File: src/rtl/apple_gen.sv
// apple_gen: picks a free pseudo-random playfield cell for the apple overlay.
// Ports: pclk/rst_n clock and async active-low reset; start/eaten request a new apple;
// occ_req/occ_x/occ_y out and occ_ack/occ_hit in form the snake occupancy query;
// apple_x/apple_y/apple_valid publish the placed apple; busy while searching;
// fail once MAX_TRIES consecutive candidates were occupied.
module apple_gen #(
  parameter int          GRID_W    = 32,
  parameter int          GRID_H    = 24,
  parameter logic [15:0] LFSR_SEED = 16'hACE1,
  parameter int          MAX_TRIES = 64
) (
  input  logic       pclk,
  input  logic       rst_n,
  input  logic       start,
  input  logic       eaten,
  output logic       occ_req,
  output logic [6:0] occ_x,
  output logic [5:0] occ_y,
  input  logic       occ_ack,
  input  logic       occ_hit,
  output logic [6:0] apple_x,
  output logic [5:0] apple_y,
  output logic       apple_valid,
  output logic       busy,
  output logic       fail
);
  typedef enum logic [1:0] {S_IDLE, S_DRAW, S_CHECK, S_FAIL} state_t;
  state_t      state_q, state_d;
  logic [15:0] lfsr_q, lfsr_d;
  logic [7:0]  tries_q, tries_d;
  logic        occ_req_q, occ_req_d, apple_valid_q, apple_valid_d;
  logic        busy_q, busy_d, fail_q, fail_d;
  logic [6:0]  occ_x_q, occ_x_d, apple_x_q, apple_x_d;
  logic [5:0]  occ_y_q, occ_y_d, apple_y_q, apple_y_d;
  logic        in_range;
  // compared at 8 bits so GRID_W=128 is representable
  assign in_range = ({1'b0, lfsr_q[6:0]} < 8'(GRID_W)) && ({2'b0, lfsr_q[13:8]} < 8'(GRID_H));
  always_comb begin
    state_d       = state_q;
    lfsr_d        = lfsr_q[0] ? (lfsr_q >> 1) ^ 16'hB400 : lfsr_q >> 1;
    tries_d       = tries_q;
    occ_req_d     = occ_req_q;
    occ_x_d       = occ_x_q;
    occ_y_d       = occ_y_q;
    apple_x_d     = apple_x_q;
    apple_y_d     = apple_y_q;
    apple_valid_d = apple_valid_q;
    busy_d        = busy_q;
    fail_d        = fail_q;
    case (state_q)
      S_IDLE: if (start || eaten) begin
        state_d       = S_DRAW;
        apple_valid_d = 1'b0;
        tries_d       = 8'd0;
        busy_d        = 1'b1;
      end
      S_DRAW: if (start) tries_d = 8'd0;
      else if (in_range) begin
        occ_x_d   = lfsr_q[6:0];
        occ_y_d   = lfsr_q[13:8];
        occ_req_d = 1'b1;
        state_d   = S_CHECK;
      end
      // a restart withdraws the query and wins over an ack in the same cycle
      S_CHECK: if (start) begin
        occ_req_d = 1'b0;
        tries_d   = 8'd0;
        state_d   = S_DRAW;
      end else if (occ_ack) begin
        occ_req_d = 1'b0;
        if (!occ_hit) begin
          apple_x_d     = occ_x_q;
          apple_y_d     = occ_y_q;
          apple_valid_d = 1'b1;
          busy_d        = 1'b0;
          state_d       = S_IDLE;
        end else if (tries_q == 8'(MAX_TRIES - 1)) begin
          fail_d  = 1'b1;
          busy_d  = 1'b0;
          state_d = S_FAIL;
        end else begin
          tries_d = tries_q + 8'd1;
          state_d = S_DRAW;
        end
      end
      S_FAIL: if (start) begin
        fail_d  = 1'b0;
        tries_d = 8'd0;
        busy_d  = 1'b1;
        state_d = S_DRAW;
      end
      default: state_d = S_IDLE;
    endcase
  end
  always_ff @(posedge pclk or negedge rst_n)
    if (!rst_n) begin
      state_q       <= S_IDLE;
      lfsr_q        <= LFSR_SEED;
      tries_q       <= 8'd0;
      occ_req_q     <= 1'b0;
      occ_x_q       <= 7'd0;
      occ_y_q       <= 6'd0;
      apple_x_q     <= 7'd0;
      apple_y_q     <= 6'd0;
      apple_valid_q <= 1'b0;
      busy_q        <= 1'b0;
      fail_q        <= 1'b0;
    end else begin
      state_q       <= state_d;
      lfsr_q        <= lfsr_d;
      tries_q       <= tries_d;
      occ_req_q     <= occ_req_d;
      occ_x_q       <= occ_x_d;
      occ_y_q       <= occ_y_d;
      apple_x_q     <= apple_x_d;
      apple_y_q     <= apple_y_d;
      apple_valid_q <= apple_valid_d;
      busy_q        <= busy_d;
      fail_q        <= fail_d;
    end
  assign occ_req     = occ_req_q;
  assign occ_x       = occ_x_q;
  assign occ_y       = occ_y_q;
  assign apple_x     = apple_x_q;
  assign apple_y     = apple_y_q;
  assign apple_valid = apple_valid_q;
  assign busy        = busy_q;
  assign fail        = fail_q;
endmodule

File: config.mk
export PLATFORM = sky130hd
export DESIGN_NAME = apple_gen
export DESIGN_NICKNAME = d
export VERILOG_FILES = /design/src/rtl/apple_gen.sv
export SDC_FILE = /design/constraint.sdc
export NUM_CORES = 1
export LEC_CHECK = 0
export CORE_MARGIN = 8
export CORE_UTILIZATION = 52
export DETAILED_ROUTE_END_ITERATION = 8
export GPL_ROUTABILITY_DRIVEN = 0
export PLACE_DENSITY = 0.81
export SLEW_MARGIN = 0
export SYNTH_ARGS = -nofsm -noshare
export SYNTH_HDL_FRONTEND = slang
export SYNTH_SLANG_ARGS = --single-unit
File: constraint.sdc
create_clock -name pclk -period 2.7 [get_ports pclk]
set_input_delay 0.405 -clock pclk [delete_from_list [all_inputs] [get_ports pclk]]
set_output_delay 0.405 -clock pclk [all_outputs]
set_load 0.05 [all_outputs]
* Word level (Yosys, flattened, before mapping)
Index checks and enable logic that the tools add are counted.
W data, S select, Z words.
** Word-level totals
- Flip-flop bits (word level) :: 56
- Input bits :: 6
- Output and inout port bits :: 30
- Word-level logic and storage cells :: 91
** Cells by class
- $add $sub $neg :: 1
- $lt $le $gt $ge :: 2
- Equal/unequal tests :: 18
- Multiplexer cells :: 40
- Bitwise logic cells :: 3
- Reductions and logical operators :: 16
** Operators by type and width (count)
- $mux W8 :: 6
- $pmux W8 S3 :: 1
- $mux W1 :: 19
- $ne A2 B2 Y1 const B :: 9
- $mux W16 :: 1
- $mux W2 :: 8
- $reduce_and A5 Y1 :: 3
- $ne A3 B3 Y1 const B :: 4
- $reduce_and A6 Y1 :: 2
- $add A8 B1 Y8 const B :: 1
- $eq A8 B6 Y1 const B :: 1
- $pmux W2 S4 :: 1
- $reduce_and A4 Y1 :: 2
- $lt A7 B6 Y1 const B :: 1
- $lt A6 B5 Y1 const B :: 1
- $pmux W1 S2 :: 3
- $reduce_bool A2 Y1 :: 3
- $eq A2 B2 Y1 const B :: 2
- $not A3 Y4 :: 1
- $pmux W1 S3 :: 1
- $reduce_and A3 Y1 :: 1
- $reduce_bool A3 Y1 :: 1
- $eq A2 B1 Y1 const B :: 1
- $logic_not A2 Y1 :: 1
- other kinds (5) :: 6

* Depth between registers and ports, before layout
- Depth in word-level cells :: 6
- Depth in mapped cells :: 9
- Mapped depth without buffers :: 7

* Least setup slack after synthesis
Ideal clock, no wire load.
- Path kind :: flip-flop to flip-flop
- Start point :: reg state_q[0]
- End point :: reg apple_x_q[0], in the netlist apple_x[0]
- Setup time :: 0.125 ns
- Arrival :: 1.960 ns
- Data required time :: 2.575 ns
- Path slack :: 0.616 ns
- Cell stages (with the launch flop) :: 9
- Path buffers :: 2
- Clock period less this slack :: 2.084 ns
- Path through :: dfrtp_1 > inv_1 > ha_1 > buf_4 > nor2b_1 > nand2_1 > nor2_1 > buf_4 > mux2_2
** Between the ends
- Cells in the longest elaborated chain, start to end :: 2
** Ends and longest elaborated chain
- from (decl) :: line 28 : state_t state_q, state_d;
- from (signal assigned) :: line 109 : state_q <= state_d;
- $eq A2 B2 Y1 :: line 50 : case (state_q)
- $reduce_and A4 Y1 (no line)
- to (signal assigned) :: line 115 : apple_x_q <= apple_x_d;
- to (decl) :: line 33 : logic [6:0] occ_x_q, occ_x_d, apple_x_q, apple_x_d;
No other way between the ends.
A chain may end at the register's enable or synchronous reset.

* Worst setup path after layout
- Start point :: reg state_q[0]
- End point :: reg apple_x_q[2], in the netlist apple_x[2]
The elaborated chain is that of the path after synthesis.

==> results.cfg <==
[outcome]
status = finished clean

[place]
portBuffers = 35
place_area_um2 = 2660
hpwl_mm = 2.80

[synth]
syn_nets = 186
synth_top_area_share_pct = 53.2
yosysMostFrequentCell = dfrtp_1
synthArstFlopShare_pct = 100
synth_cells = 175
synthFlopType = dfrtp_1
synth_top_area_cell = dfrtp_1
netlist_area_um2 = 2260
yosysWarnings = 0
synth_common_cells = dfrtp_1, mux2_2, nand2_1, nor2_1, o21ai_0
synth_area_leaders = dfrtp_1, mux2_2, dfstp_2
synth_edf_count = 0
synth.yosys.seq_area_share_pct = 62.5
synth_cell_type_count = 36
synth.avg_cell_area_um2 = 12.9
ys_ff_latch = 56

[clock_tree]
tritoncts_num_sinks = 56
htree_levels = 2
clk_pin_slew_ns = 0.10
ctsHoldBuffers = 0
cts_resized = 0
cts_buffer_depth = 2
cts_root_buffer = clkbuf_8
cts_tree = done
clock_latency_ns = 0.31
cts_setup_buffers = 0
cts_buffers = 5

[global_route]
grt_use_total_pct = 13.4
grtUsageMet1_pct = 16.9
grt.met3_usage_pct = 4.81
grt_use_met2_pct = 20.6
grt_max_degree = 57
grt_pass1_vias = 1499
antenna_found_initial = 0
overflow = 0
grt_first_pass_wirelength_mm = 6.96
grt.busiest_layer = met2

[setup_path]
crit_family = simple AND/OR/NAND/NOR gates
crit_chain = inv_1, ha_1, nor2b_1, nand2_1, nor2_1, buf_4, mux2_2
crit_buf_inv = 2
cp.arrival_ns = 2.42
cp-start-kind = register
cp-end-kind = register
path_class = reg -> reg
worstPathMaxFanout = 14
required_ns = 2.89
cpPeakStageDelay_ns = 0.46
cpMaxStageDelayCell = dfrtp_1

[sta]
clock_skew_ns = 0.0113
max_slew_margin_pct = 54.9
max_freq_ghz = 0.448
final.min_clock_period_ns = 2.23
setup_violations = 0
drv_slew = 0
tightest_slew_ns = 0.676
min_period_over_period_pct = 82.7
grt_setup_unrepaired = no
hold_viol = 0
finalSetupTns_ns = 0

[detailed_routing]
routedWlPerCell_um = 15.3
antenna_left = 0
wl_mm = 4.11
num_vias = 1477
post_drt_via_cell_ratio = 5.49
drc_errors = 0
dr.first_iter.drc_count = 50
dr.pass1.iters = 4

[power]
power_density_nw_per_um2 = 636
worst_ir_drop_vdd_mv = 0.485
p_leak_uw = 0.00129

[min_path]
hold_class = in -> async

[floorplan]
fp-row-count = 24
coreArea_um2 = 4260
dieWidth_um = 81.9
dieArea_um2 = 6710
start_util_pct = 53.0
die_h_um = 81.9
io_pins = 36

[finish]
area_growth_pct = 22.1
fill_cells = 334
post-route-cell-area_um2 = 2760
layout-drive-gt1-share_pct = 23.0
final_util_pct = 64.7
seq_area_um2 = 1410
nets = 227
multiInputGateArea_um2 = 801
diodes = 0

[run]
drv_cap = 0
-- cell type report --
type,count,area share [%]
Sequential cell,56,51.1
Tap cell,52,2.36
Multi-Input combinational cell,111,29.0
Clock inverter,2,0.499
Inverter,3,0.408
Clock buffer,6,2.99
Timing Repair Buffer,39,13.6
-- layer usage --
metal	vias up	share of wire, %	routed length (um)
met1	745	46	1880
met4	0	1.3	55
li1	691	-	-
met2	36	47	1910
met5	-	0	0
met3	5	6.4	265
-- cell families after synthesis --
| group | synth area share, % |
|---|---|
| fa+ha+maj | 2.77 |
| compound gates | 7.64 |
| mux | 12.3 |
| simple gates | 11.5 |
| buf+inv | 2.10 |
| flops | 62.5 |
| xor+xnor | 1.16 |
-- registers in the layout, indices dropped and copies added (netlist names) --
register,flops
tries_q,8
occ_y,6
lfsr_q,16
fail,1
state_q,2
busy,1
apple_x,7
apple_y,6
apple_valid,1
occ_x,7
occ_req,1
-- layout by cell type (no fill, tap or decap), types with 2 or more instances in the layout --
master	synthesis	routed
inv_1	3	3
nor2b_1	2	2
mux2_2	23	23
nor4_1	2	2
clkdlybuf4s50_1	0	34
clkbuf_8	0	6
mux2i_1	2	2
nand2_1	14	14
nor3_1	2	2
dfstp_2	8	8
xor2_1	3	3
and2_1	4	4
o21ai_1	5	5
buf_4	2	4
nor2_1	11	11
dfrtp_1	48	48
nand3_1	3	3
nand4_1	3	3
ha_1	5	5
a31oi_1	2	2
nand2b_1	2	2
o22ai_1	2	2
a21oi_1	5	5
o21ai_0	9	9
-- final timing paths --
check / startpoint / to / slack [ns] / cells past startpoint
max in group asynchronous: rst_n / apple_x[2] / 2.04 / 2
worst min register to register: lfsr_q[7] / lfsr_q[6] / 0.35 / 0
min in group pclk: lfsr_q[7] / lfsr_q[6] / 0.35 / 0
worst max-delay path: state_q[0] / apple_x[2] / 0.47 / 7
worst min-delay path: rst_n / busy / 0.19 / 2
worst max register to register: state_q[0] / apple_x[2] / 0.47 / 7
-- where the power goes --
part	leakage [uW]	switching, uW	internal [uW]
clock	0.0000516	268	210
combinational	0.000502	239	144
sequential	0.000740	28.2	865
-- through the flow --
step | setup slack, ns | hold slack [ns] | total power, uW | cells
global placement | 0.577 | 0.347 | 1280 | 261
global route | 0.315 | 0.282 | 1840 | 269
detailed placement | 0.508 | 0.351 | 1290 | 261
floorplan | 0.616 | 0.109 | 1180 | 175
finish | 0.468 | 0.193 | 1750 | 269
CTS | 0.480 | 0.227 | 1770 | 269
Power figures use the tool's default switching activity.
